<file path="config.mk">
export PLATFORM = sky130hd
export DESIGN_NAME = stream_gearbox
export DESIGN_NICKNAME = d
export VERILOG_FILES = /design/src/rtl/stream_gearbox.sv
export SDC_FILE = /design/constraint.sdc
export NUM_CORES = 1
export LEC_CHECK = 0
export CAP_MARGIN = 10
export CORE_MARGIN = 2
export CORE_UTILIZATION = 58
export DETAILED_ROUTE_END_ITERATION = 8
export PLACE_DENSITY = 0.95
export SLEW_MARGIN = 20
export SYNTH_ARGS = -nofsm -noshare
export SYNTH_HDL_FRONTEND = slang
export SYNTH_SLANG_ARGS = --single-unit
</file>
<file path="constraint.sdc">
create_clock -name clk -period 9.3 [get_ports clk]
set_input_delay 1.86 -clock clk [delete_from_list [all_inputs] [get_ports clk]]
set_output_delay 1.86 -clock clk [all_outputs]
set_load 0.005 [all_outputs]
</file>
<file path="src/rtl/stream_gearbox.sv">
// rtl/stream_gearbox.sv - parametrised bit-stream width converter with flush and sticky overflow
//
// Purpose: accepts IN_WIDTH-bit symbols and emits OUT_WIDTH-bit words, preserving
// bit order (bit 0 is the earliest bit on both sides). A flush request drains the
// buffer, presenting a trailing partial word zero-padded. Symbols offered while
// in_ready=0 are dropped and latch a sticky overflow flag.
//
// Ports:
//   clk        clock
//   rst        asynchronous active-high reset
//   in_valid   input symbol valid
//   in_data    input symbol [IN_WIDTH-1:0]
//   in_ready   block can accept one full symbol (state only, no path from out_ready)
//   out_valid  output word valid
//   out_data   output word [OUT_WIDTH-1:0], bits at positions >= level forced to 0
//   out_ready  downstream accepts the word
//   flush      single-cycle drain request
//   overflow   sticky: a symbol was offered while in_ready=0
//   level      number of valid bits held [LW-1:0]

module stream_gearbox #(
   parameter int IN_WIDTH  = 2,
   parameter int OUT_WIDTH = 1,
   parameter int BUF_BITS  = 8,
   parameter int LW        = $clog2(BUF_BITS + 1)
) (
   input  logic                 clk,
   input  logic                 rst,
   input  logic                 in_valid,
   input  logic [IN_WIDTH-1:0]  in_data,
   output logic                 in_ready,
   output logic                 out_valid,
   output logic [OUT_WIDTH-1:0] out_data,
   input  logic                 out_ready,
   input  logic                 flush,
   output logic                 overflow,
   output logic [LW-1:0]        level
);

   generate
      if (BUF_BITS < IN_WIDTH + OUT_WIDTH) begin : g_bad_cfg
         $error("stream_gearbox: BUF_BITS must be >= IN_WIDTH + OUT_WIDTH");
      end
   endgenerate

   localparam logic [LW-1:0] IN_L  = LW'(IN_WIDTH);
   localparam logic [LW-1:0] OUT_L = LW'(OUT_WIDTH);
   localparam logic [LW-1:0] BUF_L = LW'(BUF_BITS);

   logic [BUF_BITS-1:0] sreg;
   logic [BUF_BITS-1:0] sreg_nxt;
   logic [BUF_BITS-1:0] shifted;
   logic [BUF_BITS-1:0] in_mask;
   logic [BUF_BITS-1:0] in_bits;
   logic [LW-1:0]       cnt;
   logic [LW-1:0]       cnt_nxt;
   logic [LW-1:0]       cnt_mid;
   logic [LW-1:0]       shamt;
   logic                fp;
   logic                ovf;
   logic                out_fire;
   logic                in_fire;

   assign in_ready  = !fp && ((BUF_L - cnt) >= IN_L);
   assign out_valid = (cnt >= OUT_L) || (fp && (cnt != '0));
   assign out_fire  = out_valid && out_ready;
   assign in_fire   = in_valid && in_ready;
   assign overflow  = ovf;
   assign level     = cnt;

   // Bits at or above cnt are stale; mask them so a partial word is zero-padded
   // and an empty buffer shows all zeros.
   always_comb begin
      out_data = '0;
      for (int i = 0; i < OUT_WIDTH; i++) begin
         out_data[i] = sreg[i] && (LW'(i) < cnt);
      end
   end

   // Output is consumed first, so the incoming symbol lands right after the
   // bits that remain once the outgoing word has been shifted away.
   always_comb begin
      shamt = '0;
      if (out_fire) begin
         shamt = (cnt >= OUT_L) ? OUT_L : cnt;
      end
      shifted  = sreg >> shamt;
      cnt_mid  = cnt - shamt;
      in_mask  = BUF_BITS'({IN_WIDTH{1'b1}}) << cnt_mid;
      in_bits  = BUF_BITS'(in_data) << cnt_mid;
      sreg_nxt = shifted;
      cnt_nxt  = cnt_mid;
      if (in_fire) begin
         sreg_nxt = (shifted & ~in_mask) | in_bits;
         cnt_nxt  = cnt_mid + IN_L;
      end
   end

   always_ff @(posedge clk or posedge rst) begin
      if (rst) begin
         sreg <= '0;
         cnt  <= '0;
         fp   <= 1'b0;
         ovf  <= 1'b0;
      end else begin
         sreg <= sreg_nxt;
         cnt  <= cnt_nxt;
         // A flush seen while one is pending is ignored; pending clears once
         // the buffer is empty (one edge later if it was already empty).
         if (fp) begin
            fp <= (cnt_nxt != '0);
         end else begin
            fp <= flush;
         end
         if (in_valid && !in_ready) begin
            ovf <= 1'b1;
         end
      end
   end

endmodule

</file>
==> Yosys cells after proc, flatten, opt, wreduce, memory -nomap -nowiden <==
Index checks and enable logic that the tools add are counted.
{ "op_classes": {"bitwise_logic": 3, "mux": 5, "n_lt_le_gt_ge": 3, "n_reduce_logical": 11, "shift": 3, "addsub": 3} }
{ "ops": {"columns": ["op", "n"], "rows": [
  ["2-to-1 mux 4 bit", 3],
  ["AND 8 bit", 1],
  ["2-to-1 mux 8 bit", 1],
  ["NOT 8 bit", 1],
  ["bitwise OR 8 bit", 1],
  ["nonzero test 4 bit", 2],
  ["left shift 2 x 4 -> 8 bit", 1],
  ["left shift 2 x 4 -> 8 bit (first input constant)", 1],
  ["right shift 8 x 4 -> 8 bit", 1],
  ["logical AND 1 bit", 6],
  ["adder 4 x 2 -> 4 bit (second input constant)", 1],
  ["greater-or-equal comparator 4 x 1 -> 1 bit (second input constant)", 1],
  ["greater-or-equal comparator 4 x 2 -> 1 bit (second input constant)", 1],
  ["< comparator 1 x 4 -> 1 bit (first input constant)", 1],
  ["subtractor 4 bit", 1],
  ["subtractor 4 bit (first input constant)", 1],
  ["zero test 1 bit", 2],
  ["logical OR 1 bit", 1],
  ["2-to-1 mux 1 bit", 1]
]} }
{ "totals": {"inputBits": 7, "wordCells": 32, "register_bits": 14, "output_inout_bits": 8} }

==> Depth between registers and ports, before layout <==
{ "logic_depth": {"depth_word": 11, "mapped_depth": 16, "depth_no_buf": 14} }

==> Least setup slack after synthesis <==
No wires, ideal clock.
{ "synth_path": {"kind": "input to register", "from": "input out_ready", "to": "register sreg[6]", "arrival_time_ps": 3974, "slack_ps": 5205, "cell_stages": 11, "cell_sequence": "a21bo_1 > buf_2 > inv_1 > ha_1 > inv_1 > fa_1 > clkbuf_1 > inv_1 > ha_1 > nand4_1 > a32o_1"} }
{ "synth_via": {"elab_chain_len": 8, "word_cells_on_any_way": 10, "cone_classes": "add/sub (1); shift (3); mux (2); bitwise (3); reduce/logical (1)"} }
{ "synth_rtl": {"columns": ["item", "line", "source"], "rows": [
  ["start, declared", "34", "input logic out_ready,"],
  ["logical AND 1 bit (*)", "66", "assign out_fire = out_valid && out_ready;"],
  ["2-to-1 mux 4 bit (*)", "84", "if (out_fire) begin"],
  ["subtractor 4 bit", "88", "cnt_mid = cnt - shamt;"],
  ["left shift 2 x 4 -> 8 bit", "89", "in_mask = BUF_BITS'({IN_WIDTH{1'b1}}) << cnt_mid;"],
  ["NOT 8 bit", "94", "sreg_nxt = (shifted & ~in_mask) | in_bits;"],
  ["AND 8 bit", "94", null],
  ["bitwise OR 8 bit", "94", null],
  ["2-to-1 mux 8 bit (*)", "93", "if (in_fire) begin"],
  ["named net sreg_nxt[6]", "51", "logic [BUF_BITS-1:0] sreg_nxt;"],
  ["end signal, assigned", "106", "sreg <= sreg_nxt;"],
  ["end, declared", "50", "logic [BUF_BITS-1:0] sreg;"]
]} }
Mark *: on every way through the listed nets, which the timed path passes. The rest lies on a longest branch.
A chain may end at the register's enable or synchronous reset.

==> Worst setup path in the final report <==
Same ends and word-level chain as after synthesis.

==> tab_implementation.tex <==
\begin{tabular}{lr}
\hline
Metric & Value \\
\hline
\multicolumn{2}{l}{\textbf{Final layout}} \\
\quad Area overhead of the layout relative to synthesis & 16.98\% \\
\quad Total number of nets in the final design & $\sim$140 \\
\quad Filler Cells Inserted & 109 \\
\quad Leading cell types in the layout, fill and taps excluded & dfrtp\_1, clkdlybuf4s50\_1, ha\_1, inv\_1 \\
\quad Footprint of the multi-input gates & approximately 730 um2 \\
\quad Sequential cell area & about 350 um2 \\
\quad Layout cells sized above 1 & 14.29\% \\
\quad Post-Layout Cell Count & roughly 140 \\
\quad Antenna cells & 0 \\
\multicolumn{2}{l}{\textbf{Clock tree}} \\
\quad Hold-fix buffer count after cts & 0 \\
\quad TritonCTS Sinks & 14 \\
\quad Buffer levels on the longest clock path & 2 \\
\quad Postcts setup bufs & 0 \\
\quad Number of buffers inserted during clock tree synthesis & 3 \\
\quad Clock transition at the registers of the reported paths & approximately 0.080 ns \\
\quad Worst-skew pair later-pin latency & roughly 0.28 ns \\
\quad TritonCTS clock tree & built \\
\quad H-tree depth & 1 \\
\quad Post-cts repair resize count & 0 \\
\quad Clock tree root buffer cell & clkbuf\_4 \\
\multicolumn{2}{l}{\textbf{Status}} \\
\quad Outcome & complete, no violations \\
\multicolumn{2}{l}{\textbf{Timing}} \\
\quad Shortest period the worst path allows & between 4 and 5 ns \\
\quad Number of setup violations in the final report & 0 \\
\quad Measured slew at the worst slew-check pin & roughly 0.79 ns \\
\quad Achievable clock frequency & 219.3 MHz \\
\quad Max-slew violation total from the final report & 0 \\
\quad Number of hold violations in the final report & 0 \\
\quad Unrepaired setup endpoints after global routing & no \\
\quad Smallest hold slack & approximately 0.52 ns \\
\quad Worst Clk Skew & $\sim$0.0028 ns \\
\quad Post-Route Setup TNS & 0 ns \\
\quad Worst-case headroom to the max-slew limit & between 40\% and 50\% \\
\quad Post-route fraction of the period consumed by the critical path & between 40\% and 50\% \\
\multicolumn{2}{l}{\textbf{Power}} \\
\quad Power density relative to cell area & between 300 and 400 nW/um2 \\
\quad Leakage power of the design & 0.5818 nW \\
\quad Worst IR Drop VDD & between 0.2 and 0.25 mV \\
\multicolumn{2}{l}{\textbf{Global routing}} \\
\quad Vias in the first global route & 840 \\
\quad Pin count of the biggest net entering global routing & 15 \\
\quad GRT overflow & 0 \\
\quad Number of antenna violations at the first check in global routing & 0 \\
\quad Wire length of the first global-routing pass & slightly above 4000 um \\
\quad Total routing usage reported by global routing & $\sim$26\% \\
\multicolumn{2}{l}{\textbf{Synthesis}} \\
\quad Top FF cell, synth & dfrtp\_1 \\
\quad Share of the yosys chip area belonging to registers & a little under a third \\
\quad Number of flip-flops and latches in the synthesized netlist & 14 \\
\quad Count of distinct cell types in the synthesized netlist & 41 \\
\quad Mean post-synth cell area & between 10 and 15 um2 \\
\quad Cell area after synthesis & about 1100 um2 \\
\quad Total number of yosys warnings & 0 \\
\quad Number of enable-type register cells in the synthesized netlist & 0 \\
\quad Synth async-reset ratio & between 90\% and 100\% \\
\quad Count of mapped cells out of synthesis & approximately 110 \\
\quad Synth Net Count & 122 \\
\multicolumn{2}{l}{\textbf{Routing}} \\
\quad Via count normalized by instance count & 6.486 \\
\quad Total wirelength of the detailed-routed design & $\sim$2600 um \\
\quad DR pass1 iterations & 4 \\
\quad Wire length per cell after detailed routing & about 18 um \\
\quad Post-route ant nets & 0 \\
\quad DRT iter0 DRCs & 54 \\
\quad Routed via count & approximately 930 \\
\quad DRC Markers & 0 \\
\multicolumn{2}{l}{\textbf{Placed design}} \\
\quad RD Place Congestion & roughly 0.87 \\
\quad Total placed cells including tap cells & between 100 and 150 \\
\quad IO buf count & 14 \\
\quad Estimated wirelength of the detail-placed design & 1910 um \\
\multicolumn{2}{l}{\textbf{Setup path}} \\
\quad Critical path launch point type & input port \\
\quad Buf+Inv Stages, Crit Path & 4 \\
\quad Type of the worst setup path & in2reg \\
\quad Cell Chain, Critical Path & clkdlybuf4s50\_1 > a21bo\_1 > inv\_1 > ha\_1 > inv\_1 > fa\_1 > inv\_1 > ha\_1 > nand4\_1 > a32o\_1 \\
\quad Kind of end point of the critical path & flip-flop \\
\quad Required time at the worst-slack endpoint & roughly 9.5 ns \\
\quad Crit path arrival time & around 4.7 ns \\
\quad Cell family with the largest share of critical-path delay & adder cells \\
\quad Max stage delay on crit path & about 0.70 ns \\
\quad Critical-path cell with the highest stage delay & fa\_1 \\
\quad Biggest fanout along the worst timing path & 10 \\
\quad Dominant cell type by count on the critical path & inv\_1 \\
\multicolumn{2}{l}{\textbf{Floorplan}} \\
\quad Std cell rows & 15 \\
\quad Initial core utilization & a little over three fifths \\
\quad Die footprint & roughly 2300 um2 \\
\quad Horizontal die dimension & 48.09 um \\
\quad Die H & between 40 and 50 um \\
\quad Floorplan core area & 1783 um2 \\
\quad I/O pin count & 15 \\
\multicolumn{2}{l}{\textbf{Run}} \\
\quad Max-cap viol count & 0 \\
\multicolumn{2}{l}{\textbf{Hold path}} \\
\quad Hold WC Path Type & reg2reg \\
\hline
\end{tabular}
## power by group
part           switching (mW)  total [mW]  internal, mW
clock                  0.0202      0.0440        0.0239
combinational           0.164       0.291         0.127
sequential             0.0382       0.124        0.0854
## synth_stat cells (3+ instances only)
library cell | count | area (um2)
mux2_2 | 3 | 33.78
ha_1 | 9 | 112.6
dfrtp_1 | 14 | 350.3
o21ai_0 | 3 | 15.01
a32o_1 | 3 | 30.03
mux2i_1 | 5 | 50.05
mux4_2 | 3 | 67.56
nand3_1 | 5 | 25.02
xnor2_1 | 4 | 35.03
xor2_1 | 3 | 26.28
nor2_1 | 4 | 15.01
inv_1 | 7 | 26.28
nand4_1 | 5 | 31.28
nand2_1 | 5 | 18.77
## area by class of cell
class,count,area share (%)
clock buffers,4,2.751
flip-flops and latches,14,26.57
multi-input cells,80,55.69
repair buffers,14,10.63
well taps,25,2.372
inverters,7,1.992
## worst reg2reg max path: cells and delay by family (launching register included)
kind,cells,cell delay (ns)
adder cells (fa/ha/maj),4,1.18
AO/OA/AOI/OAI,2,0.69
AND/OR/NAND/NOR,4,0.60
buffers and inverters,4,0.58
flip-flops,1,0.53
## sequential cells by signal, indices dropped and copies added, names as in the netlist
register  cells
overflow      1
level         4
fp            1
sreg          8
## per-stage QoR
stage                     total power [mW]  setup slack (ns)  util (%)  instance area (um2)
after floorplan                     0.3184             5.205         -                 1127
after detailed placement            0.3990             4.498     71.51                 1275
after global routing                0.4887             4.619     73.96                 1319
final                               0.4582             4.741     73.96                 1319
after CTS                           0.4482             4.740     73.54                 1311
after global placement              0.3813             4.598     71.51                 1275
## worst paths after layout
| kind | from | slack (ns) | end | depth (start not counted) |
|---|---|---|---|---|
| setup reg to reg | level[1] | 5.59 | sreg[4] | 14 |
| hold / removal | overflow | 0.52 | overflow | 1 |
| hold reg to reg | overflow | 0.52 | overflow | 1 |
| setup / recovery | out_ready | 4.74 | sreg[6] | 10 |
| min in group asynchronous | rst | 1.92 | level[2] | 2 |
| max in group asynchronous | rst | 7.02 | sreg[3] | 2 |
## cells by family after synthesis
kind of cell	synth area share (%)
and+or+nand+nor	19.09
AOI/OAI and AO/OA	12.10
DFF	31.08
muxes	15.76
buffers and inverters	4.440
adders and majority gates	11.76
xor gates and xnor gates	5.439
other	0.3326
## per-layer routing
layer	global-route usage, %	vias up	share of wire (%)
li1	-	420	-
met1	32.86	448	41
met2	43.20	55	49
met3	4.906	11	7.7
met4	10.81	0	2.7
met5	0	-	0
Power figures use the tool's default switching activity.
